`src/rtl/hamming_error_injector.sv`:
```
// hamming_error_injector: seeded noise channel that flips 0, 1 or 2 bits of each codeword.
// Latency: 1 cycle from accept to out_*. The single output stage accepts a new word in the same cycle it hands one on.
// Backpressure: in_ready = !out_valid || out_ready. out_* and the LFSR hold while the output is stalled.
// Ports: clk/rst_n; seed_load/seed_val reseed the LFSR; mode/err_rate pick the flip policy;
//        in_valid/in_ready/in_data form the input stream; out_valid/out_ready/out_data/out_flip_mask/out_nflips
//        form the output stream; cnt_single/cnt_double are saturating counters with cnt_clear.
module hamming_error_injector #(
  parameter int          WIDTH = 16,
  parameter logic [31:0] SEED  = 32'hACE1_2024
) (
  input  logic             clk,
  input  logic             rst_n,
  input  logic             seed_load,
  input  logic [31:0]      seed_val,
  input  logic [1:0]       mode,
  input  logic [7:0]       err_rate,
  input  logic             cnt_clear,
  input  logic             in_valid,
  output logic             in_ready,
  input  logic [WIDTH-1:0] in_data,
  output logic             out_valid,
  input  logic             out_ready,
  output logic [WIDTH-1:0] out_data,
  output logic [WIDTH-1:0] out_flip_mask,
  output logic [1:0]       out_nflips,
  output logic [15:0]      cnt_single,
  output logic [15:0]      cnt_double
);

  localparam logic [31:0] FB_MASK = 32'h8020_0003;
  localparam logic [8:0]  W9      = 9'(WIDTH);
  localparam logic [WIDTH-1:0] ONE = {{(WIDTH-1){1'b0}}, 1'b1};

  logic [31:0]      lfsr_q, lfsr_d;
  logic             out_valid_q, out_valid_d;
  logic [WIDTH-1:0] out_data_q, out_data_d;
  logic [WIDTH-1:0] mask_q, mask_d;
  logic [1:0]       nflips_q, nflips_d;
  logic [15:0]      cnt_single_q, cnt_single_d;
  logic [15:0]      cnt_double_q, cnt_double_d;

  logic             accept;
  logic             xfer;
  logic [8:0]       p1, p2_raw, p2;
  logic [WIDTH-1:0] mask_single, mask_double, mask_sel;
  logic [1:0]       nflips_sel;

  assign in_ready = !out_valid_q || out_ready;
  assign accept   = in_valid && in_ready;
  assign xfer     = out_valid_q && out_ready;

  // Flip positions come from the pre-advance LFSR value. A colliding second
  // position is bumped to the next bit (wrapping) so doubles are always two bits.
  always_comb begin
    p1     = {1'b0, lfsr_q[15:8]} % W9;
    p2_raw = {1'b0, lfsr_q[23:16]} % W9;
    p2     = p2_raw;
    if (p2_raw == p1) begin
      p2 = (p1 == W9 - 9'd1) ? 9'd0 : p1 + 9'd1;
    end
  end

  assign mask_single = ONE << p1;
  assign mask_double = mask_single | (ONE << p2);

  always_comb begin
    mask_sel   = '0;
    nflips_sel = 2'd0;
    case (mode)
      2'd1: begin
        mask_sel   = mask_single;
        nflips_sel = 2'd1;
      end
      2'd2: begin
        mask_sel   = mask_double;
        nflips_sel = 2'd2;
      end
      2'd3: begin
        // err_rate = 0 can never satisfy the strict compare, so it never injects.
        if (lfsr_q[7:0] < err_rate) begin
          if (lfsr_q[31]) begin
            mask_sel   = mask_double;
            nflips_sel = 2'd2;
          end else begin
            mask_sel   = mask_single;
            nflips_sel = 2'd1;
          end
        end
      end
      default: begin
        mask_sel   = '0;
        nflips_sel = 2'd0;
      end
    endcase
  end

  // Reseeding takes priority over the per-word advance; a zero seed would lock
  // the LFSR, so SEED is loaded instead.
  always_comb begin
    lfsr_d = lfsr_q;
    if (seed_load) begin
      lfsr_d = (seed_val == 32'd0) ? SEED : seed_val;
    end else if (accept) begin
      lfsr_d = {1'b0, lfsr_q[31:1]} ^ (lfsr_q[0] ? FB_MASK : 32'd0);
    end
  end

  always_comb begin
    out_valid_d = out_valid_q;
    out_data_d  = out_data_q;
    mask_d      = mask_q;
    nflips_d    = nflips_q;
    if (accept) begin
      out_valid_d = 1'b1;
      out_data_d  = in_data ^ mask_sel;
      mask_d      = mask_sel;
      nflips_d    = nflips_sel;
    end else if (out_ready) begin
      out_valid_d = 1'b0;
    end
  end

  // Counters track words actually handed downstream, not words accepted.
  always_comb begin
    cnt_single_d = cnt_single_q;
    cnt_double_d = cnt_double_q;
    if (cnt_clear) begin
      cnt_single_d = 16'd0;
      cnt_double_d = 16'd0;
    end else if (xfer) begin
      if (nflips_q == 2'd1 && cnt_single_q != 16'hFFFF) cnt_single_d = cnt_single_q + 16'd1;
      if (nflips_q == 2'd2 && cnt_double_q != 16'hFFFF) cnt_double_d = cnt_double_q + 16'd1;
    end
  end

  always_ff @(posedge clk or negedge rst_n) begin
    if (!rst_n) begin
      lfsr_q       <= SEED;
      out_valid_q  <= 1'b0;
      out_data_q   <= '0;
      mask_q       <= '0;
      nflips_q     <= 2'd0;
      cnt_single_q <= 16'd0;
      cnt_double_q <= 16'd0;
    end else begin
      lfsr_q       <= lfsr_d;
      out_valid_q  <= out_valid_d;
      out_data_q   <= out_data_d;
      mask_q       <= mask_d;
      nflips_q     <= nflips_d;
      cnt_single_q <= cnt_single_d;
      cnt_double_q <= cnt_double_d;
    end
  end

  assign out_valid     = out_valid_q;
  assign out_data      = out_data_q;
  assign out_flip_mask = mask_q;
  assign out_nflips    = nflips_q;
  assign cnt_single    = cnt_single_q;
  assign cnt_double    = cnt_double_q;

endmodule

```
`config.mk`:
```
export PLATFORM = sky130hd
export DESIGN_NAME = hamming_error_injector
export DESIGN_NICKNAME = d
export VERILOG_FILES = /design/src/rtl/hamming_error_injector.sv
export SDC_FILE = /design/constraint.sdc
export NUM_CORES = 1
export LEC_CHECK = 0
export CORE_ASPECT_RATIO = 2
export CORE_MARGIN = 8
export CORE_UTILIZATION = 48
export CTS_BUF_LIST = sky130_fd_sc_hd__clkbuf_8
export DETAILED_ROUTE_END_ITERATION = 8
export PLACE_DENSITY = 0.87
export SLEW_MARGIN = 10
export SYNTH_ARGS = -nofsm -noshare
export SYNTH_HDL_FRONTEND = slang
export SYNTH_SLANG_ARGS = --single-unit
export TNS_END_PERCENT = 10
```
`constraint.sdc`:
```
create_clock -name clk -period 2.5 [get_ports clk]
set_input_delay 0.25 -clock clk [delete_from_list [all_inputs] [get_ports clk]]
set_output_delay 0.25 -clock clk [all_outputs]
set_load 0.02 [all_outputs]
```
==> flow_results.org, run 1 <==
** Final layout
- For this run, the post-layout net count is around 980.
- The count of cells in the finished layout, fillers not included, comes to approximately 1100.
- The area growth from synthesis to layout is 36.38%.
- In the final layout, the share of cells above drive strength 1 is 15.84%.
- The repair_antennas step left the layout with diodes totalling 0.
- Core occupancy in the finished layout :: between 60% and 70%

** Timing
- Between clock sinks in the finished design, the worst skew comes to 0.01014 ns.
- Share of the cycle needed by the critical path after routing :: 101.0%
- Setup repair after global routing could not meet its margin everywhere.
- Relative slew slack :: between 60% and 70%
- Setup violations remaining at the end of the flow were counted as 1.
- Static timing analysis puts the maximum clock frequency at 0.3960 GHz.
- Fin crit period :: 2.525 ns
- At the pin with the least slew margin, the transition time is 0.5831 ns.
- Final worst-path setup slack :: -0.02513 ns
- The hold violation count in the final report is 0.
- Final Max Slew Viols :: 0
- WHS :: 0.4167 ns

** Route
- Final routed wirelength across all metal layers :: 19.66 mm
- For this run, design rule violations remaining after detail routing come to 0.
- Remaining antenna violation count after routing :: 0
- Via count :: 6291
- Initial drt markers :: 440
- The first TritonRoute pass finished after 5 iterations.
- Via/cell ratio :: 5.963
- In the final routed layout, each cell accounts on average for 18.64 um.

** Global routing
- Initial antenna violation count :: 0
- The first global-routing pass estimated around 32 mm of wire.
- Maximum number of pins on one net before global-route repair :: 57
- Total Routing Usage GR :: between 20% and 30%
- Gr ovfl total :: 0
- Vias in the first global route :: 6344

** Synth
- After synthesis, the cell types taking the most area are sky130_fd_sc_hd__dfrtp_1 (35%), sky130_fd_sc_hd__nand2_1 (5.2%), sky130_fd_sc_hd__nor2_1 (5.1%).
- Counting every instance in the synthesized netlist gives ~700.
- Most used flip-flop cell after synthesis :: sky130_fd_sc_hd__dfrtp_1
- The number of nets handed over by synthesis was around 800.
- The synthesized design contains 0 enable-type register cells.
- Post-synthesis async set-or-reset flop share :: 100.0%
- Sequential elements use about two fifths of the synthesized area.
- The mapped netlist covers 6225 um2.
- Synth Register Bits :: 99
- Post-synth cell types :: 61
- Yosys printed 0 warnings.
- Post-synth top area cell :: sky130_fd_sc_hd__dfrtp_1
- Summed over its instances, the top area cell type makes up between 30% and 40% of the synthesized netlist area.
- Each instance of the synthesized netlist takes up on average 8.657 um2.

** Clocking
- At the later pin of the worst-skew pair, clock insertion delay measures between 0.3 and 0.4 ns.
- TritonCTS created 9 clock buffers.
- The clock passes through at most 2 buffers.
- For this design, the sink count on the clock tree is 99.
- TritonCTS built the clock tree.
- Cell chosen for the clock root :: sky130_fd_sc_hd__clkbuf_8
- Clock edge transition at the registers on the reported setup and hold paths :: 0.11 ns
- Htree depth :: 3

** Die
- Number of primary I/O pins :: 132
- Y dimension of the die :: 177.0 um
- Total Die Area :: 17090 um2
- Core box area :: 12840 um2
- The die is 96.53 um wide.
- Std cell rows :: 59
- Initial cell density of the core :: roughly half

** Power and ir drop
- IR analysis of the VDD net gives a maximum drop of 0.3550 mV.
- Dividing total power by cell area gives a power density of 513.8 nW/um2.
- In this run the static leakage power is 3.624 nW.
- Total power :: ~4.4 mW

** Hold path
- The path class of the tightest hold or removal check is in2async.

** Place
- Summed over all nets, the half-perimeter wirelength after detailed placement is 15.05 mm.
- GP Congestion :: 1.023
- Counting tap cells, the placed design contains a total of 1036 instances.
- Placement Setup Slack :: -0.2077 ns
- In this run the tool buffered the top-level ports with 131 buffer cells.

** Worst setup path
- Critical Path Fanout Max :: 4
- Data arrival, critical path :: 2.78 ns
- Endpoint kind of the worst setup timing path :: register
- STA classifies the critical path startpoint as a register.
- Required @ worst endpoint :: 2.75 ns
- The setup path with the least slack is of type reg2reg.

** Run status
- The run finished, with violations left.
- The final reports fail on setup timing.

** Flow run
- Max-cap violations in this run came to 0.
power breakdown:
group          leakage, nW  switching [mW]  total, mW  internal, mW
clock network       0.0926           0.648       1.04         0.390
logic                 2.27           0.800       1.47         0.671
registers             1.26           0.106       1.85          1.75
stage by stage:
stage          area, um2  TNS (ns)
2_1_floorplan       6225         0
3_3_place_gp        8133   -0.8717
3_5_place_dp        8133    -1.808
4_1_cts             8383  -0.04476
5_1_grt             8489   -0.2396
6_report            8489  -0.02513
routing by layer:
layer | global-route usage, % | up-vias | routed length (um)
met5 | 0 | - | 0
met4 | 8.964 | 0 | 633
met3 | 3.782 | 48 | 1124
met2 | 38.85 | 207 | 9737
met1 | 28.54 | 3060 | 8166
li1 | - | 2976 | -
layout make-up:
| type | instances | area, um2 |
|---|---|---|
| clock buffers | 9 | 123.9 |
| clock inverters | 7 | 71.32 |
| fillers | 1073 | 4355 |
| inverters | 19 | 71.32 |
| multi-input cells | 558 | 3598 |
| flip-flops and latches | 99 | 2494 |
| well taps | 152 | 190.2 |
| repair buffers | 211 | 1941 |
cells by family after synthesis:
family          Yosys count  share of synthesized area, %
compound gates          165                         18.59
xor+xnor                 34                         5.086
fa+ha+maj                15                         3.015
buf+inv                  62                         4.321
flops                    99                         40.02
mux                      23                         3.719
simple gates            321                         25.25
flip-flops by register name (all words and copies together) (netlist names):
signal,flops
cnt_double,16
cnt_single,16
lfsr_q,32
out_data,16
out_flip_mask,16
out_nflips,2
out_valid,1
timing repair:
item / in CTS / in global routing
buffers inserted: 0 / 2
hold buffers: 1 / 0
gates resized for setup: 8 / 19
setup endpoints to repair: 7 / 16
pin swaps: 0 / 7
hold endpoints to repair: 32 / 0
Yosys cell counts, drive strengths merged, types with 4 or more instances:
cell,number
a2111oi,5
a211oi,10
a21o,8
a21oi,16
a221oi,6
a2bb2oi,4
a31oi,9
a41oi,4
and2,8
and3,11
and4,8
buf,15
clkbuf,28
dfrtp,88
dfstp,11
ha,15
inv,19
mux2i,22
nand2,87
nand2b,7
nand3,41
nand4,11
nor2,85
nor2b,9
nor3,11
nor4,22
o211ai,13
o21ai,47
o221ai,4
o22a,11
o31ai,6
or2,4
or3,10
xnor2,12
xor2,22
path summary, 6_finish.rpt:
| path | from | endpoint | slack, ns | cells past startpoint |
|---|---|---|---|---|
| worst min-delay path | rst_n | lfsr_q[0] | 0.42 | 2 |
| worst max register to register | lfsr_q[16] | out_data[3] | -0.03 | 7 |
| min in group clk | seed_val[8] | lfsr_q[8] | 0.45 | 3 |
| worst min register to register | out_flip_mask[15] | out_flip_mask[15] | 0.48 | 1 |
| worst max-delay path | lfsr_q[16] | out_data[3] | -0.03 | 7 |
| max in group asynchronous | rst_n | out_valid | 1.39 | 3 |
cells in the final DEF (no fill, tap or decap), types with 8 or more instances in the layout:
cell / Yosys / final
sky130_fd_sc_hd__a211oi_1: 10 / 8
sky130_fd_sc_hd__o21ai_0: 43 / 40
sky130_fd_sc_hd__or3_1: 9 / 9
sky130_fd_sc_hd__a21o_1: 8 / 8
sky130_fd_sc_hd__nand4_1: 11 / 11
sky130_fd_sc_hd__and3_1: 11 / 11
sky130_fd_sc_hd__buf_4: 2 / 77
sky130_fd_sc_hd__and4_1: 8 / 8
sky130_fd_sc_hd__a21oi_1: 16 / 16
sky130_fd_sc_hd__inv_1: 19 / 19
sky130_fd_sc_hd__nand3_1: 41 / 41
sky130_fd_sc_hd__xor2_1: 21 / 20
sky130_fd_sc_hd__o22a_1: 11 / 11
sky130_fd_sc_hd__nor4_1: 21 / 13
sky130_fd_sc_hd__xnor2_1: 12 / 12
sky130_fd_sc_hd__mux2i_1: 22 / 22
sky130_fd_sc_hd__clkbuf_8: 0 / 9
sky130_fd_sc_hd__ha_1: 15 / 13
sky130_fd_sc_hd__nor2_1: 85 / 85
sky130_fd_sc_hd__nor2b_1: 9 / 9
sky130_fd_sc_hd__nand2_1: 87 / 85
sky130_fd_sc_hd__dfstp_2: 11 / 11
sky130_fd_sc_hd__dfrtp_1: 88 / 86
sky130_fd_sc_hd__o211ai_1: 13 / 13
sky130_fd_sc_hd__a31oi_1: 9 / 8
sky130_fd_sc_hd__nor3_1: 11 / 11
sky130_fd_sc_hd__clkdlybuf4s50_1: 0 / 130
worst max-delay path, cell delays in order (launching register included):
cell	delay [ns]
sky130_fd_sc_hd__dfstp_2	0.57
sky130_fd_sc_hd__xor2_2	0.08
sky130_fd_sc_hd__or4_4	0.57
sky130_fd_sc_hd__buf_6	0.14
sky130_fd_sc_hd__or3_4	0.37
sky130_fd_sc_hd__a221oi_4	0.30
sky130_fd_sc_hd__mux2i_1	0.26
sky130_fd_sc_hd__nand3_1	0.11
(Power assumes the default switching activity.)
==> run 2, diff against run 1 <==
==> constraint.sdc (replaced) <==
create_clock -name clk -period 2.04 [get_ports clk]
set_input_delay 0.204 -clock clk [delete_from_list [all_inputs] [get_ports clk]]
set_output_delay 0.204 -clock clk [all_outputs]
set_load 0.02 [all_outputs]
==> run 2 against run 1 <==
Effect of this change:
- the flow still finishes with violations (setup timing)
- critical endpoint unchanged
- fmax is 0.68% lower
- critical path depth stayed put
- sequential share of layout area is 2.3 points lower
- wire length is 4.0% higher
- global-route usage is 0.80 points higher
- clock power is 33% higher
- worst hold slack worse by 0.087 ns
- register-to-register slack worse by 0.48 ns
- utilization is 5.6 points higher
- clock skew is 0.014 ns higher
- worst setup slack worse by 0.48 ns
- first-iteration DRC count is 35% lower
==> flow_results.org, run 2 (same netlist as run 1, synthesis figures left out) <==
** Run status
- Outcome :: complete, but fails checks
- The final reports fail on setup timing.

** Final layout
- Most common cell after layout, fill and taps aside :: sky130_fd_sc_hd__buf_4
- For this run, the post-layout net count is 1043.
- The finished cells cover 9210 um2.
- The area growth from synthesis to layout is 47.96%.
- Commonest cells after routing, fill and taps aside :: sky130_fd_sc_hd__buf_4 (135), sky130_fd_sc_hd__clkdlybuf4s50_1 (130), sky130_fd_sc_hd__nand2_1 (85), sky130_fd_sc_hd__nor2_1 (85), sky130_fd_sc_hd__dfrtp_1 (85)
- In the final layout, the share of cells above drive strength 1 is around a quarter.
- The number of antenna diodes in the final layout is 0.
- The register with the most flip-flops in the layout has 32 of them.
- Ranked by flip-flop count, first place goes to lfsr_q.

** Worst setup path
- Crit path max-delay cell type :: sky130_fd_sc_hd__or4_4
- Launching element of the worst setup path :: lfsr_q[17]
- At the worst endpoint, the required time is 2.30 ns.
- Among cell families on the critical path, the largest total delay comes from simple AND/OR/NAND/NOR gates.
- Data arrival, critical path :: 2.80 ns
- The worst setup path is launched from a register.
- STA classifies the critical path endpoint as a register.
- The endpoint identified for the worst register-to-register timing path is out_data[3].
- Walking the worst path, the cells encountered are xor2_4, or4_4, buf_6, or3_4, a221oi_4, mux2i_1, nand3_1.
- Counting cells, the worst reg-to-reg path comes to 7.
- Critical setup path kind :: reg2reg
- The startpoint identified for the worst register-to-register timing path is lfsr_q[17].
- Critical Path Fanout Max :: 4
- On the worst path, the slowest cell contributes a delay of 0.57 ns.
- Flop2flop setup slack :: -0.50 ns
- Count of buffer and inverter cells on the critical path :: 1

** Timing
- Setup violations remaining at the end of the flow were counted as 32.
- Based on the critical path, the design can be clocked at up to between 0.3 and 0.4 GHz.
- Total negative slack :: -7.913 ns
- Worst Clk Skew :: 0.02448 ns
- Across all hold checks on the routed design, the worst slack comes to 0.3301 ns.
- Fin crit period :: 2.542 ns
- In the post-route analysis, the smallest setup slack over all paths is -0.5024 ns.
- Share of the cycle needed by the critical path after routing :: 124.6%
- Setup repair after global routing missed its margin :: true
- At the pin with the least slew margin, the transition time is 0.5539 ns.
- Headroom to the max-slew limit came out at 62.91%.
- The hold violation count in the final report is 0.
- Final Max Slew Viols :: 0

** Route
- DR DRC count :: 0
- Remaining antenna violation count after routing :: 0
- The detailed router finished its first iteration with ~290 violations.
- Via/cell ratio :: a little under 6
- Dividing the detail-routed wire length by the instance count gives 18.24 um.
- Iteration count of the initial detailed-routing pass :: 5
- Detailed routing inserted a total of 6550 vias.
- The final layout contains routed wiring with a total length of 20.45 mm.

** Die
- The die covers 17090 um2.
- The die is 96.53 um wide.
- Initial cell density of the core :: 48.46%
- The die is approximately 180 um tall.
- The initialized floorplan defines 59 standard-cell rows.
- In this run the count of I/O pins placed on the die edge is 132.
- Core box area :: 12840 um2

** Global routing
- Gr ovfl total :: 0
- Vias in the first global route :: just under 7000
- Total Routing Usage GR :: between 20% and 30%
- Entering global routing, the biggest net connects 42 pins.
- The initial antenna violation count is 0.
- First-pass GRT wire length :: approximately 33 mm

** Clocking
- Clock tree synthesis inserted a total of 9 buffers.
- Clk buf depth :: 2
- Clock-pin slew was measured on the worst setup and hold paths at 0.11 ns.
- TritonCTS built the clock tree.
- Clock latency on the worst-skew pair, taken at its later pin, is 0.38 ns.
- For this design, the sink count on the clock tree is 99.
- Cell chosen for the clock root :: sky130_fd_sc_hd__clkbuf_8
- The H-tree was split into 3 levels.

** Power and ir drop
- LEAKAGE :: 4.006 nW
- Worst IR drop on VDD :: 0.6149 mV
- Total power density per cell area :: 622.4 nW/um2

** Place
- Summing all placed instances gives a cell area of 8686 um2.
- The count of buffers added on input and output ports is 131.
- GP Congestion :: 1.003
- Summed over all nets, the half-perimeter wirelength after detailed placement is 15.88 mm.
- Placement Setup Slack :: -0.6800 ns

** Flow run
- Max-cap violation count :: 0

** Hold path
- The worst hold path belongs to the class in2async.
run 2: what timing repair did:
item / CTS / global route
hold buffers: 1 / 0
resized for setup: 39 / 18
cloned: 0 / 0
pin swaps: 25 / 6
setup buffers: 4 / 2
setup endpoints to repair: 34 / 39
hold endpoints to repair: 32 / 0
run 2: worst max path at each step:
stage	depth (start not counted)	slack [ns]	endpoint
floorplan	8	-0.41	out_data[3]
global placement	9	-0.55	out_data[5]
detailed placement	10	-0.68	out_data[3]
CTS	7	-0.49	out_data[3]
global route	7	-0.56	out_data[3]
finish	7	-0.50	out_data[3]
run 2: layout make-up:
cell class / instances / area (um2)
Sequential cell: 99 / 2495
Tap cell: 152 / 190.2
Inverter: 19 / 71.32
Clock buffer: 9 / 123.9
Timing Repair Buffer: 277 / 2501
Fill cell: 973 / 3635
Multi-Input combinational cell: 558 / 3737
Clock inverter: 7 / 91.34
run 2: report_power, final:
group / switching (mW) / internal [mW] / leakage [nW]
Combinational: 1.08 / 1.00 / 2.64
Sequential: 0.127 / 2.14 / 1.26
Clock: 0.785 / 0.598 / 0.105
run 2: metrics by stage:
stage / utilization, % / total power, mW / cells
after floorplan: - / 3.184 / 719
after global placement: 67.62 / 4.172 / 1099
after detailed placement: 67.62 / 4.217 / 1099
after CTS: 71.02 / 5.707 / 1119
after global routing: 71.70 / 6.018 / 1121
final: 71.70 / 5.732 / 1121
run 2: per-layer routing:
metal / global-route usage, % / vias up / share of wire (%) / routed length (um)
met3: 3.740 / 49 / 5.9 / 1204
met5: 0 / - / 0 / 0
met4: 8.900 / 0 / 3.1 / 638
met1: 27.90 / 3160 / 39 / 7928
met2: 42.23 / 237 / 52 / 10680
li1: - / 3104 / - / -
==> run 3, diff against run 2 <==
--- a/config.mk
+++ b/config.mk
@@ -10,6 +10,7 @@
 export CORE_UTILIZATION = 48
 export CTS_BUF_LIST = sky130_fd_sc_hd__clkbuf_8
 export DETAILED_ROUTE_END_ITERATION = 8
+export GPL_ROUTABILITY_DRIVEN = 0
 export PLACE_DENSITY = 0.87
 export SLEW_MARGIN = 10
 export SYNTH_ARGS = -nofsm -noshare
==> run 3 against run 2 <==
Effect of this change:
- the flow still finishes with violations (setup timing)
- cell area shrank 0.82%
- clock skew shrank 0.012 ns
- clock-buffer cell count is the same
- largest cell class unchanged
- largest power group unchanged
- critical path depth grew 1
- critical path type unchanged
- worst hold slack gained 0.024 ns
==> flow_results.org, run 3 (same netlist as run 1, synthesis figures left out) <==
** Final layout
- The register with the most flip-flops in the layout has 32 of them.
- Commonest cells after routing, fill and taps aside :: sky130_fd_sc_hd__clkdlybuf4s50_1 (130), sky130_fd_sc_hd__buf_4 (119), sky130_fd_sc_hd__nand2_1 (86)
- Relative to the synthesized area, the layout overhead comes to 46.75%.
- Most common cell after layout, fill and taps aside :: sky130_fd_sc_hd__clkdlybuf4s50_1
- Filler Cell Count :: 910
- Across the whole layout, storage elements account for between 2000 and 2500 um2.
- Cells with a size suffix above 1 make up about 23% of the layout.
- Area of combinational cells with multiple inputs :: 3795 um2
- The register with the most flip-flops in the final layout is lfsr_q.
- The final layout contains 1027 nets.
- N_diodes :: 0

** Worst setup path
- STA classifies the critical path endpoint as a register.
- Critical Path Fanout Max :: 7
- Crit path max-delay cell type :: sky130_fd_sc_hd__dfrtp_2
- Worst stage delay on the critical path :: 0.49 ns
- Data on the critical path arrives at its endpoint at 2.73 ns.
- Walking the worst path, the cells encountered are buf_4, inv_1, ha_1, nand2_1, or3_4, a221oi_4, mux2i_1, nand3_1.
- STA classifies the critical path startpoint as a register.
- The critical path in this run is classified as reg2reg.
- For the worst setup path, the data required time is 2.28 ns.

** Place
- During placement, the flow inserted port buffers numbering 131.
- Placement Setup Slack :: -0.6948 ns
- HPWL Detailed :: around 15 mm

** Timing
- Setup repair after global routing missed its margin :: true
- Share of the cycle needed by the critical path after routing :: 122.1%
- In the post-route analysis, the smallest setup slack over all paths is -0.4499 ns.
- Final Hold Vio Count :: 0
- Counting I/O delays and the setup requirement, the final critical path takes 2.490 ns.
- Setup violations remaining at the end of the flow were counted as 32.
- Headroom to the max-slew limit came out at 60.94%.
- Worst Clk Skew :: 0.01239 ns
- For the pin with the worst max-slew slack, the measured transition is 0.5814 ns.
- Final Max Slew Viols :: 0
- For this run, the top clock speed supported by timing is 0.4016 GHz.

** Route
- Via/cell ratio :: 6.207
- Remaining antenna violation count after routing :: 0
- Summed over all layers, the routed wires come to 21.41 mm.
- Summing over every cut layer, the via total after detailed routing is between 6000 and 7000.
- In the routed design, unresolved DRC markers number 0.
- In the final routed layout, each cell accounts on average for 19.37 um.
- The first routing iteration left a little under 700 violations.
- Before antenna repair, the detailed router went through 6 iterations.

** Global routing
- Total Routing Usage GR :: about a quarter
- Maximum number of pins on one net before global-route repair :: 42
- The number of global-route vias before repair came to 6695.
- First-pass GRT wire length :: 32.44 mm
- Gr ovfl total :: 0
- The initial antenna violation count came to 0.

** Clocking
- Htree depth :: 3
- Clock edge transition at the registers on the reported setup and hold paths :: 0.11 ns
- TritonCTS clock tree :: done
- Clock latency on the worst-skew pair, taken at its later pin, is 0.36 ns.
- CTS saw just under 100 sinks.
- The root buffer cell chosen for the clock tree is sky130_fd_sc_hd__clkbuf_8.
- The clock passes through at most 2 buffers.
- CTS Buf Count :: 9

** Power and ir drop
- In this run the power density over the cells is 610.9 nW/um2.
- Part of the total power dissipated in combinational logic :: a little under two fifths
- LEAKAGE :: approximately 3.9 nW
- Net switching is 35.94% of the power.
- Clock share of power :: 21.7%
- Power spent charging and discharging nets :: 2.006 mW
- VDD sags by at most 0.3898 mV.
- Cell internal power was estimated by the tool at 3.575 mW.
- Sequential cells account for approximately 41% of the total power.
- The completed layout was analyzed and its total power is 5.580 mW.

** Die
- The floorplan step set the die height to between 150 and 200 um.
- Number of primary I/O pins :: 132
- Std cell rows :: 59
- Overall die width :: a little under 100 um
- The total area inside the core boundary comes to 12840 um2.
- The die covers 17090 um2.
- For this configuration, the core starts out at a cell density of 48.46%.

** Flow run
- Max-cap violation count :: 0

** Run status
- Failing checks :: setup timing
- Outcome :: complete, but fails checks

** Hold path
- Kind of path behind the tightest hold check :: in2async
-- run 3: cell types whose count changed in the layout (fill, tap and decap cells not counted), moves of 2 or more --
cell,before,now
sky130_fd_sc_hd__inv_2,2,0
sky130_fd_sc_hd__inv_1,17,19
sky130_fd_sc_hd__a2111oi_0,3,1
sky130_fd_sc_hd__nor4_4,4,6
sky130_fd_sc_hd__buf_6,5,3
sky130_fd_sc_hd__buf_12,6,8
sky130_fd_sc_hd__a211oi_1,5,7
sky130_fd_sc_hd__a211oi_2,5,3
sky130_fd_sc_hd__clkinv_2,0,2
sky130_fd_sc_hd__o21ai_1,9,6
sky130_fd_sc_hd__buf_4,135,119
sky130_fd_sc_hd__o21ai_2,1,3
-- run 3: worst max-delay path, delay by kind of cell, from the launching register on --
family | cells | cell delay (ns)
and+or+nand+nor | 3 | 0.69
muxes | 1 | 0.30
DFF | 1 | 0.49
AOI/OAI and AO/OA | 1 | 0.27
buffers and inverters | 2 | 0.26
adders and majority gates | 1 | 0.34
-- run 3: final timing paths --
| kind | slack (ns) | endpoint | startpoint | cells after the start |
|---|---|---|---|---|
| min in group clk | 0.41 | lfsr_q[19] | seed_val[19] | 3 |
| max in group asynchronous | 1.10 | cnt_single[0] | rst_n | 3 |
| min | 0.35 | out_data[15] | rst_n | 2 |
| max reg2reg | -0.45 | out_data[3] | lfsr_q[9] | 8 |
| min reg2reg | 0.49 | out_flip_mask[15] | out_flip_mask[15] | 1 |
| max | -0.45 | out_data[3] | lfsr_q[9] | 8 |
-- run 3: area by class of cell --
cell class,count,share of cell area [%]
clock inverters,7,0.6574
clock buffers,9,1.356
repair buffers,261,26.26
well taps,152,2.082
multi-input cells,558,41.54
flip-flops and latches,99,27.32
inverters,19,0.7807
-- run 3: power by group through the flow --
stage               Combinational [mW]  Clock (mW)  Sequential [mW]
finish                            2.09        1.21             2.28
floorplan                        0.805           0             2.38
global placement                  1.78           0             2.30
detailed placement                1.83           0             2.30
global route                      2.22        1.31             2.30
CTS                               1.94        1.24             2.27
-- run 3: layer usage --
layer  global-route usage [%]  part of all wire [%]  vias up  wire length (um)
li1                         -                     -     3072                 -
met1                    28.02                    36     3226              7809
met2                    39.00                    49      442             10450
met3                    4.760                   9.2      119              1959
met4                    10.49                   5.5        0              1183
met5                        0                     0        -                 0
-- run 3: repair_timing --
action,in CTS,in global routing
resized for setup,36,29
buffers inserted,2,5
setup endpoints to repair,34,40
pin swaps,13,26
hold buffers,1,0
gates cloned,0,0
endpoints found under the hold margin,26,0
-- run 3: through the flow --
stage / setup TNS, ns / area, um2 / util, % / hold slack, ns / instances
finish: -8.808 / 9135 / 71.12 / 0.3536 / 1105
global route: -11.36 / 9135 / 71.12 / 0.3831 / 1105
CTS: -6.728 / 8946 / 69.65 / 0.3563 / 1100
detailed placement: -19.52 / 8563 / 66.67 / 0.2183 / 1081
global placement: -16.36 / 8563 / 66.67 / 0.2139 / 1081
floorplan: -5.173 / 6260 / - / -0.09159 / 719
